## config.mk

```make
export PLATFORM = sky130hd
export DESIGN_NAME = id_ex_pipe
export DESIGN_NICKNAME = d
export VERILOG_FILES = /design/src/rtl/id_ex_pipe.sv
export SDC_FILE = /design/constraint.sdc
export NUM_CORES = 1
export LEC_CHECK = 0
export ABC_AREA = 1
export CAP_MARGIN = 10
export CORE_MARGIN = 4
export CORE_UTILIZATION = 40
export DETAILED_ROUTE_END_ITERATION = 10
export PLACE_DENSITY_LB_ADDON = 0.25
export SLEW_MARGIN = 40
export SYNTH_ARGS = -nofsm -noshare
export SYNTH_HDL_FRONTEND = slang
export SYNTH_SLANG_ARGS = --single-unit
```

## constraint.sdc

```tcl
create_clock -name clk -period 1.6 [get_ports clk]
set_input_delay 0.16 -clock clk [delete_from_list [all_inputs] [get_ports clk]]
set_output_delay 0.16 -clock clk [all_outputs]
set_load 0.01 [all_outputs]
```

## src/rtl/id_ex_pipe.sv

```systemverilog
// id_ex_pipe
//   ID/EX pipeline register for the MIPS core. It adds these features to the basic latch:
//   - a valid bit,
//   - a downstream hold (stall_in),
//   - a squash on a taken branch or jump (flush),
//   - load-use hazard detection that inserts a one-cycle bubble,
//   - a saturating counter of inserted bubbles.
//
// Ports
//   clk, rst         rising-edge clock, synchronous active-high reset
//   stall_in         hold every register, including valid_out and bubble_cnt
//   flush            load a bubble in place of the decode instruction
//   valid_in         IF/ID holds a real instruction
//   ctl*_out, npc, readdat1/2, signext_out, instr_*
//                    decode-stage control, data and register specifiers
//   wb/m/ex_ctlout, npcout, rdata1/2out, s_extendout, instrout_*
//                    registered copies of the decode-stage fields
//   valid_out        EX holds a real instruction
//   hazard_stall     combinational; freezes PC and IF/ID for this cycle
//   bubble_cnt       saturating count of bubbles (flush or hazard)
module id_ex_pipe #(
    parameter int DATA_W      = 32,
    parameter int REG_W       = 5,
    parameter int WB_W        = 2,
    parameter int M_W         = 3,
    parameter int EX_W        = 4,
    parameter int MEMREAD_BIT = 1,
    parameter int CNT_W       = 16
) (
    input  logic              clk,
    input  logic              rst,
    input  logic              stall_in,
    input  logic              flush,
    input  logic              valid_in,
    input  logic [WB_W-1:0]   ctlwb_out,
    input  logic [M_W-1:0]    ctlm_out,
    input  logic [EX_W-1:0]   ctlex_out,
    input  logic [DATA_W-1:0] npc,
    input  logic [DATA_W-1:0] readdat1,
    input  logic [DATA_W-1:0] readdat2,
    input  logic [DATA_W-1:0] signext_out,
    input  logic [REG_W-1:0]  instr_2521,
    input  logic [REG_W-1:0]  instr_2016,
    input  logic [REG_W-1:0]  instr_1511,
    output logic [WB_W-1:0]   wb_ctlout,
    output logic [M_W-1:0]    m_ctlout,
    output logic [EX_W-1:0]   ex_ctlout,
    output logic [DATA_W-1:0] npcout,
    output logic [DATA_W-1:0] rdata1out,
    output logic [DATA_W-1:0] rdata2out,
    output logic [DATA_W-1:0] s_extendout,
    output logic [REG_W-1:0]  instrout_2521,
    output logic [REG_W-1:0]  instrout_2016,
    output logic [REG_W-1:0]  instrout_1511,
    output logic              valid_out,
    output logic              hazard_stall,
    output logic [CNT_W-1:0]  bubble_cnt
);

    logic hz;
    logic bubble;

    // A valid load in EX whose destination (rt) is a source of the decode
    // instruction. $zero is never a real dependency.
    always_comb begin
        hz = valid_out & m_ctlout[MEMREAD_BIT] & valid_in
           & (instrout_2016 != '0)
           & ((instrout_2016 == instr_2521) | (instrout_2016 == instr_2016));
    end

    // Flush discards IF/ID as well, so there is nothing to freeze.
    assign hazard_stall = hz & ~flush & ~rst;

    // A flush always makes a bubble. A hazard makes a bubble only when the
    // stage is not held.
    assign bubble = flush | (~stall_in & hz);

    always_ff @(posedge clk) begin
        if (rst) begin
            wb_ctlout     <= '0;
            m_ctlout      <= '0;
            ex_ctlout     <= '0;
            npcout        <= '0;
            rdata1out     <= '0;
            rdata2out     <= '0;
            s_extendout   <= '0;
            instrout_2521 <= '0;
            instrout_2016 <= '0;
            instrout_1511 <= '0;
            valid_out     <= 1'b0;
            bubble_cnt    <= '0;
        end else if (bubble) begin
            wb_ctlout     <= '0;
            m_ctlout      <= '0;
            ex_ctlout     <= '0;
            npcout        <= '0;
            rdata1out     <= '0;
            rdata2out     <= '0;
            s_extendout   <= '0;
            instrout_2521 <= '0;
            instrout_2016 <= '0;
            instrout_1511 <= '0;
            valid_out     <= 1'b0;
            if (bubble_cnt != {CNT_W{1'b1}})
                bubble_cnt <= bubble_cnt + CNT_W'(1);
        end else if (!stall_in) begin
            wb_ctlout     <= ctlwb_out;
            m_ctlout      <= ctlm_out;
            ex_ctlout     <= ctlex_out;
            npcout        <= npc;
            rdata1out     <= readdat1;
            rdata2out     <= readdat2;
            s_extendout   <= signext_out;
            instrout_2521 <= instr_2521;
            instrout_2016 <= instr_2016;
            instrout_1511 <= instr_1511;
            valid_out     <= valid_in;
        end
    end

endmodule
```

# Yosys cells after proc, flatten, opt, wreduce, memory -nomap -nowiden
# Index checks and enable logic that the tools add are counted.
# word_totals
word_cells,31
regBits,169
output_inout_bits,170
in_bits,157
# classes
n_reduce_logical,3
add_sub_neg,1
bitwise,12
eq_ne,3
# ops
op,n
"adder 16 x 1 -> 16 bit, second input constant",1
"inequality test 16 bit, second input constant",1
== test 5 bit,2
bitwise AND 1 bit,7
nonzero test 5 bit,1
NOT 1 bit,3
bitwise OR 1 bit,2
AND reduction 2 bit,1
OR reduction 2 bit,1

# Depth between registers and ports, before layout
# depth
ltp_word,7
mapped_depth,12
depth_no_buf,12

# Worst setup path after synthesis
# OpenSTA, ideal clock, no wires.
# synth_path
kind,reg2reg
startpoint,register bubble_cnt[0]
endpoint,register bubble_cnt[3]
stages_incl_launch_ff,12
synth_period_minus_slack_ps,1587
t_arrival_ps,1472
slack_ps,13
setup_time_ps,115
path_buffers,1
path_cell_list,dfxtp_1 > ha_1 > nand2_1 > inv_1 > nand2_2 > nor2_2 > nand3_2 > buf_6 > nand4_1 > inv_2 > a21oi_1 > nor2_1
# synth_between
elab_chain_len,2
word_cells_on_any_way,3
classes_between,add/sub: 1; eq/ne: 1; reduce/logical: 1
# synth_lines
item,line_no,source
"start, declared",57,output logic [CNT_W-1:0] bubble_cnt
"start signal, assigned",105,bubble_cnt <= bubble_cnt + CNT_W'(1);
"parallel branches: the longest is 2 deep, another holds adder 16 x 1 -> 16 bit",--,
# Parallel ways; which one is timed is not known.
# A chain may end at the register's enable or synchronous reset.

# Worst setup path after layout
# layout_path
startpoint,register instrout_2016[0]
endpoint,register rdata2out[18]
# layout_between
elab_chain_len,6
word_cells_on_any_way,9
classes_between,eq/ne: 2; bitwise: 5; reduce/logical: 2
# layout_lines
item,line_no,source
"start, declared",53,"output logic [REG_W-1:0] instrout_2016,"
"start signal, assigned",115,instrout_2016 <= instr_2016;
== test 5 bit or nonzero test 5 bit (tied branches),"68, 67",
bitwise OR 1 bit or bitwise AND 1 bit (tied branches),"68, 67",
bitwise AND 1 bit *,68,& ((instrout_2016 == instr_2521) | (instrout_2016 == instr_2016));
bitwise AND 1 bit *,76,assign bubble = flush | (~stall_in & hz);
bitwise OR 1 bit *,76,
OR reduction 2 bit (no source line) *,--,
"end signal, assigned",112,rdata2out <= readdat2;
"end, declared",50,"output logic [DATA_W-1:0] rdata2out,"
# Every way passes the cells marked *; elsewhere a longest branch is shown, timed or not.

==> flow_metrics.py <==
metrics = {
    "outcome": {
        "status": "finished, violations left",
        "violations": "setup timing",
    },
    "die": {
        "start_util": 0.413,
        "core_region_area_um2": 15400,
        "io_pins": 327,
        "die_area_um2": 18000,
        "fp.dieH_um": 134,
        "rows": 45,
        "die_w_um": 134,
    },
    "setup_path": {
        "max_stage_delay_ns": 0.37,
        "path_delay_family": "buffers and inverters",
        "path_buf_inv": 6,
        "worstPathArrival_ns": 2.14,
        "crit_required_ns": 1.95,
        "critPathSlowestCell": "dfxtp_4",
        "path_cells": "buf_6, nor2_4, nand4_1, nand3b_1, inv_2, buf_6, nand3_4, nand3_4, buf_4, buf_6, buf_16, a21oi_1",
        "cp_common_cell": "buf_6",
        "cp-start-kind": "register",
        "crit_fanout": 6,
        "crit_type": "reg2reg",
        "cp-end-kind": "register",
    },
    "hold_path": {
        "hold_class": "in2reg",
    },
    "yosys": {
        "seq_area_frac_synth": 0.532,
        "ys_ff_latch": 169,
        "ys_warn_count": 0,
        "ys_types": 25,
        "synth_area_per_cell_um2": 7.42,
        "synth_top_cell_area_share": 0.532,
        "syn_nets": 1014,
        "netlist.top_cell.by_area": "dfxtp_1",
        "synth_area_leaders": "dfxtp_1 53%, nand2_1 21%, a21oi_1 13%",
        "synth_area_um2": 6350,
        "syn_inst": 856,
    },
    "cts": {
        "insertion_delay_ns": 0.43,
        "numCtsBuffers": 17,
        "cts_root_buffer": "clkbuf_16",
        "hold_buffers": 0,
        "clk_path_buf_depth": 2,
        "h-tree-depth": 4,
        "cts_sinks": 169,
        "path_clk_slew_ns": 0.06,
        "cts_tree": "built",
    },
    "route": {
        "viasPerCell": 4.96,
        "drtPass1Iterations": 5,
        "drtIter0Drc": 343,
        "antenna_left": 0,
        "num_vias": 7128,
        "avgRoutedWirePerCell_um": 17.6,
        "drc": 0,
        "wirelength_um": 25300,
    },
    "timing": {
        "setup_ws_ns": -0.189,
        "hold_violations": 0,
        "setup_viol": 167,
        "hold_slack_ns": 0.278,
        "finClkSkew_ns": 0.00972,
        "tightest_slew_ns": 0.654,
        "min_period_ns": 1.79,
        "fmax_ghz": 0.559,
        "finalCritPeriodShare": 1.12,
        "slew_headroom": 0.564,
        "drv_slew": 0,
        "rsz0062_at_grt": "yes",
    },
    "layout": {
        "areaGrowthSynthToFinish_pct": 89.8,
        "final_cell_mix": "346 x nand2_1, 310 x clkdlybuf4s50_1, 162 x dfxtp_1, 120 x a21oi_2, 35 x nor2_1",
        "drive_gt1_frac": 0.227,
        "fin_nets": 1372,
        "fin_cells": 1438,
        "n_antenna_cell": 0,
        "layout_commonest_cell": "nand2_1",
    },
    "power": {
        "cellPowerDensity_nw_per_um2": 858,
        "irDropWorstVdd_mv": 0.694,
        "p_leak_nw": 4.60,
    },
    "global_routing": {
        "grt_max_degree": 154,
        "overflow": 0,
        "grt_pass1_vias": 7157,
        "antenna_found_initial": 0,
        "grt_use_total": 0.260,
        "grt_pass1_wl_um": 37100,
    },
    "placed_design": {
        "gp_congestion": 0.778,
        "dpl.cell_count": 1369,
        "portBuffers": 326,
        "hpwlAfterDp_um": 14500,
    },
    "job": {
        "max-cap-violations": 0,
    },
}
-- kinds of logic after synthesis --
logic type                 share of synthesized area
xor gates and xnor gates                     0.00276
AOI/OAI and AO/OA                              0.132
and+or+nand+nor                                0.271
DFF                                            0.532
buffers and inverters                         0.0595
adders and majority gates                    0.00197
-- per-layer routing --
layer | wire, um | part of all wire | GRT usage | up-vias
li1 | - | - | - | 3460
met1 | 9220 | 0.36 | 0.272 | 3331
met2 | 13100 | 0.52 | 0.478 | 286
met3 | 2200 | 0.087 | 0.0893 | 51
met4 | 775 | 0.031 | 0.104 | 0
met5 | 0 | 0 | 0 | -
-- registers in the layout, summed over array words and instances (netlist names) --
register / cells
wb_ctlout: 2
m_ctlout: 3
bubble_cnt: 16
rdata1out: 32
rdata2out: 32
npcout: 32
ex_ctlout: 4
instrout_1511: 5
instrout_2016: 5
instrout_2521: 5
s_extendout: 32
valid_out: 1
-- tightest hold or removal path: cells and delay by family --
kind,cells,cell delay [ns]
AOI/OAI and AO/OA,1,0.05
buffers and inverters,1,0.39
and+or+nand+nor,1,0.06
-- final timing paths --
kind	startpoint	endpoint	slack, ns	depth (start not counted)
setup / recovery	instrout_2016[0]	rdata2out[18]	-0.19	12
setup reg to reg	instrout_2016[0]	rdata2out[18]	-0.19	12
hold reg to reg	npcout[15]	npcout[15]	0.46	2
hold / removal	npc[14]	npcout[14]	0.28	3
-- power by group --
part / internal, mW / switching [mW]
Sequential: 4.33 / 0.0727
Clock: 2.58 / 1.71
Combinational: 0.923 / 0.716
Total: 7.84 / 2.50
-- cell type report --
class                      instances  area (um2)
inverter                          30         115
clock inverter                    10         143
timing repair buffer             392        4350
multi-input combinational        604        3320
sequential                       169        3400
clock buffer                      22         474
tap                              211         264
fill                             998        3310
-- synth_stat cells --
cell      count
nand3_1      21
nor2_2        2
inv_2         6
xnor2_1       2
inv_1        23
a21oi_1     160
nand2_1     352
ha_1          1
nand3b_1      2
clkinv_1      1
nand2_2       3
nor2_1       40
buf_1         1
nor3_1        3
nand3_2       3
nand3_4       1
buf_6         2
or2_2         1
dfxtp_1     169
o21ai_0       8
nor4_2        1
buf_2        11
nand4_1       3
buf_4         9
clkbuf_1     31
-- stage by stage --
| step | cell area (um2) | power [mW] | setup WS (ns) | TNS (ns) | util |
|---|---|---|---|---|---|
| 6_report | 12100 | 10.3 | -0.189 | -19.00 | 0.785 |
| 5_1_grt | 12100 | 10.7 | -0.297 | -35.74 | 0.785 |
| 4_1_cts | 11600 | 10.3 | -0.185 | -18.53 | 0.752 |
| 3_5_place_dp | 9920 | 5.74 | -0.508 | -41.33 | 0.645 |
| 3_3_place_gp | 9920 | 5.72 | -0.490 | -39.37 | 0.645 |
| 2_1_floorplan | 6350 | 4.96 | 0.0126 | 0 | - |
-- timing repair --
action	CTS	global route
setup endpoints to repair	181	176
gates cloned	18	6
pin swaps	7	12
buffers inserted	14	2
resized for setup	139	98
No activity file was read; power rests on OpenSTA's default activity.
